$ cat src/rtl/dmio_arbiter.sv
// Two-port arbiter and 3-state access sequencer for the data-memory/IO bus.
// Define DMIO_ARB_FIXED_PRIO_EN for fixed priority (port 0 wins ties); default is round-robin.
module dmio_arbiter #(
  parameter int unsigned AW = 64,
  parameter int unsigned DW = 64,
  parameter int unsigned CW = 16
) (
  input  logic          clk_i,
  input  logic          rst_ni,
  input  logic          req0_i,
  input  logic          req1_i,
  input  logic          wr0_i,
  input  logic          wr1_i,
  input  logic [AW-1:0] addr0_i,
  input  logic [AW-1:0] addr1_i,
  input  logic [DW-1:0] wdata0_i,
  input  logic [DW-1:0] wdata1_i,
  output logic          ack0_o,
  output logic          ack1_o,
  output logic [DW-1:0] rdata_o,
  output logic [AW-1:0] mem_addr_o,
  output logic [DW-1:0] mem_wdata_o,
  output logic          mem_wr_o,
  input  logic [DW-1:0] mem_rdata_i,
  output logic          busy_o,
  output logic [CW-1:0] gcnt0_o,
  output logic [CW-1:0] gcnt1_o
);

  typedef enum logic [1:0] {StIdle, StAccess, StDone} state_e;

  state_e          state_q;
  logic            winner_q;
  logic            ack0_q, ack1_q;
  logic [DW-1:0]   rdata_q;
  logic [AW-1:0]   mem_addr_q;
  logic [DW-1:0]   mem_wdata_q;
  logic            mem_wr_q;
  logic [CW-1:0]   gcnt0_q, gcnt1_q;

  logic            grant_vld;
  logic            grant_sel;
  logic            sel_wr;
  logic [AW-1:0]   sel_addr;
  logic [DW-1:0]   sel_wdata;

`ifndef DMIO_ARB_FIXED_PRIO_EN
  // Last-granted port; resets to 1 so port 0 wins the first tie.
  logic            last_q;
`endif

  // Grant decision for the current IDLE cycle.
  always_comb begin
    grant_vld = req0_i | req1_i;
    grant_sel = req1_i;
    if (req0_i && req1_i) begin
`ifdef DMIO_ARB_FIXED_PRIO_EN
      grant_sel = 1'b0;
`else
      grant_sel = ~last_q;
`endif
    end
    sel_wr    = grant_sel ? wr1_i    : wr0_i;
    sel_addr  = grant_sel ? addr1_i  : addr0_i;
    sel_wdata = grant_sel ? wdata1_i : wdata0_i;
  end

  always_ff @(posedge clk_i or negedge rst_ni) begin
    if (!rst_ni) begin
      state_q     <= StIdle;
      winner_q    <= 1'b0;
      ack0_q      <= 1'b0;
      ack1_q      <= 1'b0;
      rdata_q     <= '0;
      mem_addr_q  <= '0;
      mem_wdata_q <= '0;
      mem_wr_q    <= 1'b0;
      gcnt0_q     <= '0;
      gcnt1_q     <= '0;
`ifndef DMIO_ARB_FIXED_PRIO_EN
      last_q      <= 1'b1;
`endif
    end else begin
      ack0_q <= 1'b0;
      ack1_q <= 1'b0;
      unique case (state_q)
        StIdle: begin
          if (grant_vld) begin
            winner_q    <= grant_sel;
            mem_addr_q  <= sel_addr;
            mem_wdata_q <= sel_wdata;
            mem_wr_q    <= sel_wr;
            // Grant counters saturate rather than wrap.
            if (grant_sel) begin
              if (gcnt1_q != '1) gcnt1_q <= gcnt1_q + CW'(1);
            end else begin
              if (gcnt0_q != '1) gcnt0_q <= gcnt0_q + CW'(1);
            end
            state_q <= StAccess;
          end
        end
        StAccess: begin
          rdata_q  <= mem_rdata_i;
          mem_wr_q <= 1'b0;
          ack0_q   <= ~winner_q;
          ack1_q   <= winner_q;
          state_q  <= StDone;
        end
        StDone: begin
`ifndef DMIO_ARB_FIXED_PRIO_EN
          last_q  <= winner_q;
`endif
          state_q <= StIdle;
        end
        default: state_q <= StIdle;
      endcase
    end
  end

  assign ack0_o      = ack0_q;
  assign ack1_o      = ack1_q;
  assign rdata_o     = rdata_q;
  assign mem_addr_o  = mem_addr_q;
  assign mem_wdata_o = mem_wdata_q;
  assign mem_wr_o    = mem_wr_q;
  assign busy_o      = (state_q != StIdle);
  assign gcnt0_o     = gcnt0_q;
  assign gcnt1_o     = gcnt1_q;

  a_ack_onehot: assert property (@(posedge clk_i) disable iff (!rst_ni) !(ack0_o && ack1_o));
  a_wr_access:  assert property (@(posedge clk_i) disable iff (!rst_ni)
                                 mem_wr_o |-> (state_q == StAccess));
  a_ack_done:   assert property (@(posedge clk_i) disable iff (!rst_ni)
                                 (ack0_o || ack1_o) |-> (state_q == StDone));

endmodule

$ cat config.mk
export PLATFORM = sky130hd
export DESIGN_NAME = dmio_arbiter
export DESIGN_NICKNAME = d
export VERILOG_FILES = /design/src/rtl/dmio_arbiter.sv
export SDC_FILE = /design/constraint.sdc
export NUM_CORES = 1
export LEC_CHECK = 0
export CORE_AREA = 2 2 212 214
export DETAILED_ROUTE_END_ITERATION = 7
export DIE_AREA = 0 0 214 216
export GPL_TIMING_DRIVEN = 0
export PLACE_DENSITY_LB_ADDON = 0.25
export SYNTH_ARGS = -nofsm -noshare
export SYNTH_HDL_FRONTEND = slang
export SYNTH_SLANG_ARGS = --single-unit
$ cat constraint.sdc
create_clock -name clk_i -period 1.96 [get_ports clk_i]
set_input_delay 0.588 -clock clk_i [delete_from_list [all_inputs] [get_ports clk_i]]
set_output_delay 0.588 -clock clk_i [all_outputs]
set_load 0.005 [all_outputs]
==> flow_metrics.py <==
metrics = {
    "run_status": {
        "status": "complete, no violations",
    },
    "sta": {
        "setup-tns-final_ps": 0,
        "period_share_pct": 97.0,
        "slew_headroom_pct": 55.2,
        "hold_viol": 0,
        "hold_slack_ps": 450,
        "min_period_ps": 1900,
        "fmax_mhz": 526,
        "setup_viol": 0,
        "rsz0062_at_grt": "true",
        "worst_pin_slew_ps": 672,
        "postLayoutSetupSlackWorst_ps": 58.5,
        "clock_skew_ps": 15.4,
        "drv_slew": 0,
    },
    "worst_setup_path": {
        "cpMaxStageDelayCell": "dfrtp_2",
        "cp.required_ps": 1370,
        "path_cells": "dlygate4sd2_1",
        "critPathLaunchType": "flop",
        "cp_num_buf_inv": 1,
        "cp_top_family": "flip-flops",
        "cp.arrival_ps": 1310,
        "critPathKind": "reg -> out",
        "crit_fanout": 5,
        "cp-end-kind": "primary output",
        "slowest_delay_ps": 440,
    },
    "detailed_routing": {
        "post-route-drc-count": 0,
        "wl_per_cell_um": 18.4,
        "vias": 10400,
        "drtAntennaViolNets": 0,
        "drt_iter0_drc": 483,
        "viasPerCell": 4.40,
        "routed_wl_um": 43500,
        "dr.pass1.iters": 5,
    },
    "global_route": {
        "first_global_vias": 10700,
        "grt_max_degree": 113,
        "grt_first_pass_wirelength_um": 65400,
        "antenna_found_initial": 4,
        "grt_usage_pct": 18.3,
        "grt-ovfl-total": 0,
    },
    "die": {
        "start_util_pct": 22.8,
        "die_w_um": 214,
        "row_count": 77,
        "coreArea_sq_um": 43800,
        "dieHeight_um": 216,
        "io_pins": 554,
        "dieArea_sq_um": 46200,
    },
    "synthesis": {
        "synth_edf_count": 0,
        "synth_fa_ha_area_share_pct": 0.251,
        "yosys-top-cells-count": "nand2_1 (459), dfrtp_1 (230), nor2_1 (134), a31oi_1 (128), clkbuf_1 (35)",
        "synth.most_common_cell": "nand2_1",
        "synth_top_family_by_area": "simple AND/OR/NAND/NOR gates",
        "syn_nets": 1462,
        "ys_warn_count": 0,
        "synth_top_area_share_pct": 57.6,
        "yosys.area_share.xor_xnor_pct": 2.63,
        "synthCells": 1134,
        "synth_compound_area_share_pct": 8.54,
        "syn_avg_cell_area_sq_um": 8.81,
        "synth-seq-cells": 231,
        "synth.area.top_cells": "dfrtp_1 (58%), nand2_1 (17%), a31oi_1 (8.0%), nor2_1 (5.0%), xor2_1 (2.0%)",
        "synth_mux_area_share_pct": 0.476,
        "synthSimpleGateAreaFrac_pct": 26.9,
        "synth_ff_type": "dfrtp_1",
        "yosys.area.top_type": "dfrtp_1",
        "synth-seq-area-share_pct": 57.9,
        "syn_area_sq_um": 9990,
        "async_flop_share_pct": 100,
        "ys_types": 45,
    },
    "clock_network": {
        "clockBufferDepth": 3,
        "cts_tree": "done",
        "h-tree-depth": 1,
        "clkLatencyLatePin_ps": 560,
        "cts_buffers": 30,
        "clock-root-buffer": "clkbuf_16",
        "clkTransAtPathRegs_ps": 60,
        "cts_sinks": 231,
    },
    "placement": {
        "dp_slack_ps": -1170,
        "place_congestion": 0.861,
        "port_buffers": 553,
        "hpwl_um": 33100,
        "place_area_sq_um": 16300,
    },
    "cells_and_area": {
        "area_delta_synth_final_pct": 73.8,
        "fin_nets": 2083,
        "stdcell_area_sq_um": 17400,
        "drive_gt1_share_pct": 9.75,
    },
    "power_and_ir_drop": {
        "p_leak_nw": 8.09,
        "cellPowerDensity_nw_per_um2": 1380,
        "ir_drop_v": 0.000565,
    },
    "job": {
        "cap_violations": 0,
    },
    "worst_hold_path": {
        "hold_class": "in -> async",
    },
}
stage by stage:
stage / util (%) / total power, mW / std cells
after detailed placement: 37.2 / 19.9 / 2281
after global routing: 39.6 / 25.8 / 2369
after floorplan: - / 12.7 / 1134
after global placement: 37.1 / 19.8 / 2279
final: 39.6 / 24.0 / 2369
after CTS: 39.5 / 24.3 / 2364
path summary, 6_finish.rpt:
check                            startpoint     endpoint  slack, ps  depth (start not counted)
min in group clk_i              rdata_o[27]  rdata_o[27]        470                          2
worst max-delay path             gcnt0_o[2]   gcnt0_o[2]         60                          1
worst min register to register  rdata_o[27]  rdata_o[27]        470                          2
worst min-delay path                 rst_ni  rdata_o[35]        450                          2
worst max register to register   gcnt1_o[0]   gcnt1_o[8]        110                          6
max in group asynchronous            rst_ni   gcnt0_o[4]        600                          3
layout make-up:
type / instances / area, sq um
diodes: 3 / 7.51
plain buffers: 70 / 362
clock buffers: 43 / 901
clock inverters: 8 / 75.1
fillers: 4538 / 26500
inverters: 6 / 22.5
multi-input cells: 825 / 3880
flip-flops and latches: 231 / 5800
well taps: 592 / 741
repair buffers: 591 / 5580
per-layer routing:
layer,share of wire [%],GRT usage (%),vias to the layer above
met5,0.032,0,-
met4,3.0,5.76,2
met3,8.8,6.48,75
met2,48,31.4,411
met1,40,21.2,4961
li1,-,-,4974
placed cells by master (no fill, tap or decap), drive strengths merged, types with 3 or more instances in the layout:
cell type,instances
nor3b,3
xor2,23
a31oi,128
diode,3
clkdlybuf4s50,324
clkbuf,78
mux2,3
nand3,10
nand2b,3
clkinv,6
and4,3
dfrtp,230
nor2,136
dlygate4sd2,226
inv,6
nand4,10
nand2,459
buf,75
nor4b,3
nor4,12
xnor2,7
nor3,7
what timing repair did:
item / in CTS / in global routing
pin swaps: 1 / 2
resized for setup: 276 / 10
cloned: 0 / 0
hold buffers: 1 / 0
setup endpoints to repair: 350 / 69
setup buffers: 33 / 2
hold endpoints to repair: 16 / 0
cells by family (layout without fill, tap and decap cells):
kind of cell,count (synthesis),in the layout
buffers and inverters,78,718
and+or+nand+nor,655,655
xor gates and xnor gates,30,30
DFF,231,231
muxes,4,4
AOI/OAI and AO/OA,134,134
other,0,3
adders and majority gates,2,2
state kept, by name, summed over array words and instances (netlist names):
register,count
rdata_o,64
last_q,1
ack0_o,1
mem_addr_o,64
ack1_o,1
state_q,2
gcnt0_o,16
mem_wdata_o,64
winner_q,1
gcnt1_o,16
mem_wr_o,1
where the power goes:
part / internal, mW / total, mW / leakage (nW) / switching, mW
clock network: 3.29 / 5.47 / 0.482 / 2.18
registers: 7.01 / 8.18 / 2.70 / 1.17
logic: 4.79 / 10.4 / 4.90 / 5.57
total: 15.1 / 24.0 / 8.09 / 8.93
Note: power is estimated with default switching activity, not from simulation.
